==> config.mk <==
export PLATFORM = sky130hd
export DESIGN_NAME = spi_slave_rx
export DESIGN_NICKNAME = d
export VERILOG_FILES = /design/src/rtl/spi_slave_rx.sv
export SDC_FILE = /design/constraint.sdc
export NUM_CORES = 1
export LEC_CHECK = 0
export ABC_AREA = 1
export CORE_ASPECT_RATIO = 0.8
export CORE_MARGIN = 2
export CORE_UTILIZATION = 54
export DETAILED_ROUTE_END_ITERATION = 8
export PLACE_DENSITY = 0.83
export RECOVER_POWER = 25
export SLEW_MARGIN = 20
export SYNTH_ARGS = -nofsm -noshare
export SYNTH_HDL_FRONTEND = slang
export SYNTH_SLANG_ARGS = --single-unit
export TNS_END_PERCENT = 5
==> constraint.sdc <==
create_clock -name clk -period 1.7 [get_ports clk]
set_input_delay 0.17 -clock clk [delete_from_list [all_inputs] [get_ports clk]]
set_output_delay 0.17 -clock clk [all_outputs]
set_load 0.05 [all_outputs]
==> src/rtl/spi_slave_rx.sv <==
// SPI mode-0 receive-only slave, MSB first, with byte and frame assembly.
// All SPI inputs are asynchronous to clk and are resynchronised before use.
//
// Ports:
//   clk        system clock, rising edge
//   rst        synchronous active-low reset
//   SCK        SPI serial clock (async)
//   MOSI       SPI serial data (async)
//   CS         SPI chip select, active low (async)
//   byte_data  last complete byte
//   byte_valid one-cycle pulse, byte_data updated
//   word_data  last complete frame, first byte in the MSBs
//   word_valid one-cycle pulse, word_data updated
//   frame_err  one-cycle pulse, frame truncated by CS rising
//   busy       registered inverse of synchronised CS
module spi_slave_rx #(
    parameter int unsigned FRAME_BYTES = 4,
    parameter int unsigned MIN_HALF    = 4
) (
    input  logic                     clk,
    input  logic                     rst,
    input  logic                     SCK,
    input  logic                     MOSI,
    input  logic                     CS,
    output logic [7:0]               byte_data,
    output logic                     byte_valid,
    output logic [8*FRAME_BYTES-1:0] word_data,
    output logic                     word_valid,
    output logic                     frame_err,
    output logic                     busy
);

    localparam int unsigned WORD_W = 8 * FRAME_BYTES;
    localparam int unsigned BCNT_W = (FRAME_BYTES > 1) ? $clog2(FRAME_BYTES) : 1;
    localparam logic [BCNT_W-1:0] LAST_BYTE = BCNT_W'(FRAME_BYTES - 1);

    // Two synchroniser flops plus one edge-detect flop: a shorter SCK phase
    // could be lost between samples.
    if (MIN_HALF < 2) begin : g_min_half_check
        $error("spi_slave_rx: MIN_HALF must be at least 2");
    end

    typedef enum logic {
        IDLE = 1'b0,
        RECV = 1'b1
    } state_e;

    state_e              state_q;
    logic [1:0]          sck_sync_q;
    logic [1:0]          mosi_sync_q;
    logic [1:0]          cs_sync_q;
    logic                sck_prev_q;
    logic                cs_prev_q;
    logic [1:0]          prime_q;
    logic                armed_q;
    logic [2:0]          bit_cnt_q;
    logic [BCNT_W-1:0]   byte_cnt_q;
    logic [7:0]          shift_q;
    logic [WORD_W-1:0]   frame_q;
    logic [7:0]          byte_data_q;
    logic                byte_valid_q;
    logic [WORD_W-1:0]   word_data_q;
    logic                word_valid_q;
    logic                frame_err_q;
    logic                busy_q;

    logic                sck_rise;
    logic                cs_rise;
    logic                cs_fall;
    logic [7:0]          shift_d;
    logic [WORD_W-1:0]   frame_d;

    // Edge events and next shift/frame values from synchronised inputs.
    always_comb begin
        sck_rise = sck_sync_q[1] & ~sck_prev_q;
        cs_rise  = cs_sync_q[1] & ~cs_prev_q;
        cs_fall  = ~cs_sync_q[1] & cs_prev_q;
        shift_d  = {shift_q[6:0], mosi_sync_q[1]};
        frame_d  = WORD_W'({frame_q, shift_d});
    end

    // Synchronisers, receive FSM, counters and registered outputs.
    always_ff @(posedge clk) begin
        if (!rst) begin
            state_q      <= IDLE;
            sck_sync_q   <= 2'b00;
            mosi_sync_q  <= 2'b00;
            cs_sync_q    <= 2'b11;
            sck_prev_q   <= 1'b0;
            cs_prev_q    <= 1'b1;
            prime_q      <= 2'b00;
            armed_q      <= 1'b0;
            bit_cnt_q    <= 3'd0;
            byte_cnt_q   <= '0;
            shift_q      <= 8'h00;
            frame_q      <= '0;
            byte_data_q  <= 8'h00;
            byte_valid_q <= 1'b0;
            word_data_q  <= '0;
            word_valid_q <= 1'b0;
            frame_err_q  <= 1'b0;
            busy_q       <= 1'b0;
        end else begin
            sck_sync_q   <= {sck_sync_q[0], SCK};
            mosi_sync_q  <= {mosi_sync_q[0], MOSI};
            cs_sync_q    <= {cs_sync_q[0], CS};
            sck_prev_q   <= sck_sync_q[1];
            cs_prev_q    <= cs_sync_q[1];
            busy_q       <= ~cs_sync_q[1];
            byte_valid_q <= 1'b0;
            word_valid_q <= 1'b0;
            frame_err_q  <= 1'b0;

            // The synchroniser reset value of CS is not a real sample; once
            // real samples are through, require CS high before accepting a
            // fall, so a CS held low across reset cannot start a transfer.
            prime_q <= {prime_q[0], 1'b1};
            if (prime_q[1] && cs_sync_q[1]) begin
                armed_q <= 1'b1;
            end

            case (state_q)
                IDLE: begin
                    if (cs_fall && armed_q) begin
                        state_q    <= RECV;
                        bit_cnt_q  <= 3'd0;
                        byte_cnt_q <= '0;
                        shift_q    <= 8'h00;
                        frame_q    <= '0;
                    end
                end
                RECV: begin
                    // CS rise takes priority over a coincident SCK rise.
                    if (cs_rise) begin
                        state_q <= IDLE;
                        if ((bit_cnt_q != 3'd0) || (byte_cnt_q != '0)) begin
                            frame_err_q <= 1'b1;
                        end
                    end else if (sck_rise) begin
                        shift_q   <= shift_d;
                        bit_cnt_q <= bit_cnt_q + 3'd1;
                        if (bit_cnt_q == 3'd7) begin
                            byte_data_q  <= shift_d;
                            byte_valid_q <= 1'b1;
                            frame_q      <= frame_d;
                            if (byte_cnt_q == LAST_BYTE) begin
                                word_data_q  <= frame_d;
                                word_valid_q <= 1'b1;
                                byte_cnt_q   <= '0;
                            end else begin
                                byte_cnt_q <= byte_cnt_q + BCNT_W'(1);
                            end
                        end
                    end
                end
                default: state_q <= IDLE;
            endcase
        end
    end

    assign byte_data  = byte_data_q;
    assign byte_valid = byte_valid_q;
    assign word_data  = word_data_q;
    assign word_valid = word_valid_q;
    assign frame_err  = frame_err_q;
    assign busy       = busy_q;

endmodule

# [Word-level counts from Yosys, hierarchy flattened]
# Index checks and enable logic that the tools add are counted.
[word_totals] wordCells=76 regBits=92 inputBits=5 out_inout_bits=44
[op_classes] bitwise=11 n_reduce_logical=12 eq_ne=6 muxes=26 add_sub_neg=2
[ops] cell="24-bit two-way mux" n=4
[ops] cell="24-bit one-hot mux with 2 select lines" n=1
[ops] cell="7-bit two-way mux" n=3
[ops] cell="7-bit one-hot mux with 2 select lines" n=1
[ops] cell="2-bit two-way mux" n=5
[ops] cell="3-bit two-way mux" n=3
[ops] cell="1-bit NOT" n=8
[ops] cell="4-bit AND reduction" n=2
[ops] cell="1-bit two-way mux" n=6
[ops] cell="3-bit one-hot mux with 2 select lines" n=1
[ops] cell="3-bit AND reduction" n=2
[ops] cell="5-bit AND reduction" n=1
[ops] cell="5-bit OR reduction" n=1
[ops] cell="2-bit by 1-bit inequality test with 1-bit output, second input constant" n=2
[ops] cell="2-bit inequality test, second input constant" n=2
[ops] cell="2-bit one-hot mux with 2 select lines" n=1
[ops] cell="4-bit OR reduction" n=1
[ops] cell="3-bit by 1-bit adder with 3-bit output, second input constant" n=1
[ops] cell="1-bit AND" n=3
[ops] cell="3-bit == test, second input constant" n=1
[ops] cell="3-bit nonzero test" n=1
[ops] cell="2-bit by 1-bit adder with 2-bit output, second input constant" n=1
[ops] cell="2-bit == test, second input constant" n=1
[ops] cell="1-bit logical AND" n=2
[ops] cell="3 further kinds" n=3

# [Longest topological paths before layout]
[logic_depth] ltp_word=6 ltp_mapped=10

# [Worst setup path after synthesis]
# Ideal clock, no wire load.
[synth_timing] kind="register -> register" startpoint="register bit_cnt_q[0]" endpoint="register word_data_q[7] (netlist: word_data[7])" t_arrival_ns=1.288 path_stages_with_launch=10 period_less_slack_ns=1.415 setup_time_ns=0.128 required_ns=1.572 setup_slack_ns=0.285 cell_sequence="dfxtp_1 > ha_1 > ha_1 > nand2_2 > nor2_2 > nand3_1 > buf_6 > buf_6 > o21ai_1 > nor2_1"
[synth_between] elab_chain_len=2
[synth_lines] item="from (decl)" line="56" text="logic [2:0] bit_cnt_q;"
[synth_lines] item="from (signal assigned)" line="141" text="bit_cnt_q <= bit_cnt_q + 3'd1;"
[synth_lines] item="3-bit == test" line="142" text="if (bit_cnt_q == 3'd7) begin"
[synth_lines] item="5-bit AND reduction (no source line)"
[synth_lines] item="to (signal assigned)" line="147" text="word_data_q <= frame_d;"
[synth_lines] item="to (decl)" line="62" text="logic [WORD_W-1:0] word_data_q;"
# No other way between the ends.
# A chain may end at the register's enable or synchronous reset.

# [Worst setup path after layout]
[layout_timing] startpoint="register byte_data_q[4] (netlist: byte_data[4])" endpoint="output port byte_data[4]"
[layout_lines] item="from (decl)" line="60" text="logic [7:0] byte_data_q;"
[layout_lines] item="from (signal assigned)" line="143" text="byte_data_q <= shift_d;"
[layout_lines] item="to (decl)" line="25" text="output logic [7:0] byte_data,"
# No word-level cell between the ends.

==> impl_metrics.toml <==
[grt]
gr-total-overflow = 0
grt_pass1_wl_mm = 12.6
grt_max_degree = 75
antenna_found_initial = 0
grt_pass1_vias = 2761
grt_usage_pct = 20.3

[job]
max_cap_violations = 0

[timing]
setup_ws_ps = 31.2
clock_skew_ps = 7.35
maxSlewViolCount = 0
setup_viol = 0
finalCritPeriodShare_pct = 98.2
final.min_clock_period_ps = 1670
worst_pin_slew_ps = 622
fmax_mhz = 599
hold_violations = 0
slew_headroom_pct = 58.7

[clock_tree]
cts.sinks = 92
clk_path_buf_depth = 2
numCtsBuffers = 9
htreeDepth = 3
root_buffer = "clkbuf_8"
clk_pin_slew_worst_paths_ps = 90
post_cts_buffers = 0
cts_hold_buffers = 0
cts_tree = "built"
clkLatencyLatePin_ps = 350

[synthesis]
synth_top_area_share_pct = 49.4
synth_nets = 541
postSynthCellCount = 531
yosysWarnings = 0
yosys.area.top_type = "dfxtp_1"
ys_ff_latch = 92
ys_types = 20
avgSynthCellArea_um2 = 7.02
netlist_area_mm2 = 0.00373
yosys-top-cells-area = "dfxtp_1, nand2_1, nor2_1"
ys_seq_area_share_pct = 49.4

[die]
coreArea_mm2 = 0.00679
pin_count = 49
initial_core_util_pct = 54.9
die_area_mm2 = 0.00758
die_x_um = 96.9
die_y_um = 78.3
rows = 27

[drt]
routed_via_density = 4.93
drt_wl_total_mm = 7.64
drt_pass1_iterations = 5
antenna_left = 0
drcViolationCount = 0
drt_first_iter_violations = 233
vias = 3256
detail_route.wl_per_cell_um = 11.6

[critical_path]
critical_path_class = "reg -> out"
path_buf_inv = 1
cp-end-kind = "primary output"
crit_path_top_delay_cell = "clkdlybuf4s50_1"
crit_chain = "clkdlybuf4s50_1"
crit_arrival_ps = 1500
cp_max_fo = 2
critical_path.top_delay_family = "buffers and inverters"
worst_path_largest_cell_delay_ps = 810
critical_path_required_ps = 1530
worstSetupStartpointType = "flop"

[cells_and_area]
final_cell_area_mm2 = 0.00444
nets = 579
drive_above_1_share_pct = 6.11
num_antenna_cells = 0
layout_common_cells = "nand2_1, nor2_1, dfxtp_1"
fin_util_pct = 65.5
area_growth_pct = 19.3
mostFrequentLayoutCell = "nand2_1"
fillCellCount = 592

[placement]
io_buffers = 48
placed_cell_area_mm2 = 0.00424
place.gp.congestion = 0.792
dpl.hpwl_mm = 4.98
dpl_worst_slack_ps = 82.2

[pwr]
powerDensity_mw_per_mm2 = 946
p_leak_nw = 2.31
peakVddDrop_mv = 0.481

[min_path]
min_path_type = "in -> reg"

[status]
outcome = "finished, final reports clean"
metal layers:
layer / GRT usage, % / wire (um) / up-vias / share of wire [%]
met5: 0 / 0 / - / 0
met4: 6.06 / 104 / 0 / 1.4
met3: 4.72 / 447 / 11 / 5.8
met2: 31.8 / 3500 / 101 / 46
met1: 28.1 / 3600 / 1462 / 47
li1: - / - / 1682 / -
path summary, 6_finish.rpt:
kind                  from  cells after the start  slack, ps            end
max reg2reg   bit_cnt_q[0]                      8        130   word_data[5]
min                    rst                      2        230     prime_q[0]
min reg2reg  sck_sync_q[0]                      2        420  sck_sync_q[1]
max           byte_data[4]                      1         30   byte_data[4]
flip-flops by register name, summed over array words and instances, names as in the netlist:
signal and cells:
word_data 32, frame_q 24, byte_data 8, shift_q 7
bit_cnt_q 3, byte_cnt_q 2, cs_sync_q 2, mosi_sync_q 2
prime_q 2, sck_sync_q 2, armed_q 1, busy 1
byte_valid 1, cs_prev_q 1, frame_err 1, sck_prev_q 1
state_q 1, word_valid 1
metrics by stage:
stage               total power [mW]  hold slack [ps]  TNS, ps  cells
floorplan                       2.37              198        0    531
global placement                2.41              392        0    645
detailed placement              2.41              402        0    645
CTS                             4.23              212        0    660
global route                    4.35              233    -57.8    660
finish                          4.20              233        0    660
cells in the mapped netlist, drive strengths merged:
cell    number
nand3b       1
nand2      143
inv         56
nand3       32
ha           5
dfxtp       92
nor2       117
buf         23
a21oi       34
clkbuf       8
o21ai       17
or2          2
and2         1
layout make-up:
type                       count  area [um2]  area share, %
sequential                    92        1840           41.4
multi-input combinational    352        1500           33.8
timing repair buffer          58         527           11.9
inverter                      56         210           4.73
clock buffer                  10         128           2.87
clock inverter                 5         125           2.82
tap                           87         109           2.45
cells by family after synthesis:
group	Yosys count	synth area share, %
adder cells (fa/ha/maj)	5	1.68
AO/OA/AOI/OAI	51	6.85
AND/OR/NAND/NOR	296	31.5
buffers and inverters	87	10.5
flip-flops	92	49.4
timing repair:
item,4_1_cts,5_1_grt
cloned,0,0
endpoints found under the hold margin,0,0
endpoints found under the setup margin,1,25
resized for setup,1,15
where the power goes:
| group | internal, mW | leakage, nW | switching [mW] |
|---|---|---|---|
| clock network | 1.12 | 0.126 | 0.725 |
| logic | 0.0560 | 1.44 | 0.0971 |
| registers | 2.18 | 0.744 | 0.0260 |
Note: power is estimated with default switching activity, not from simulation.
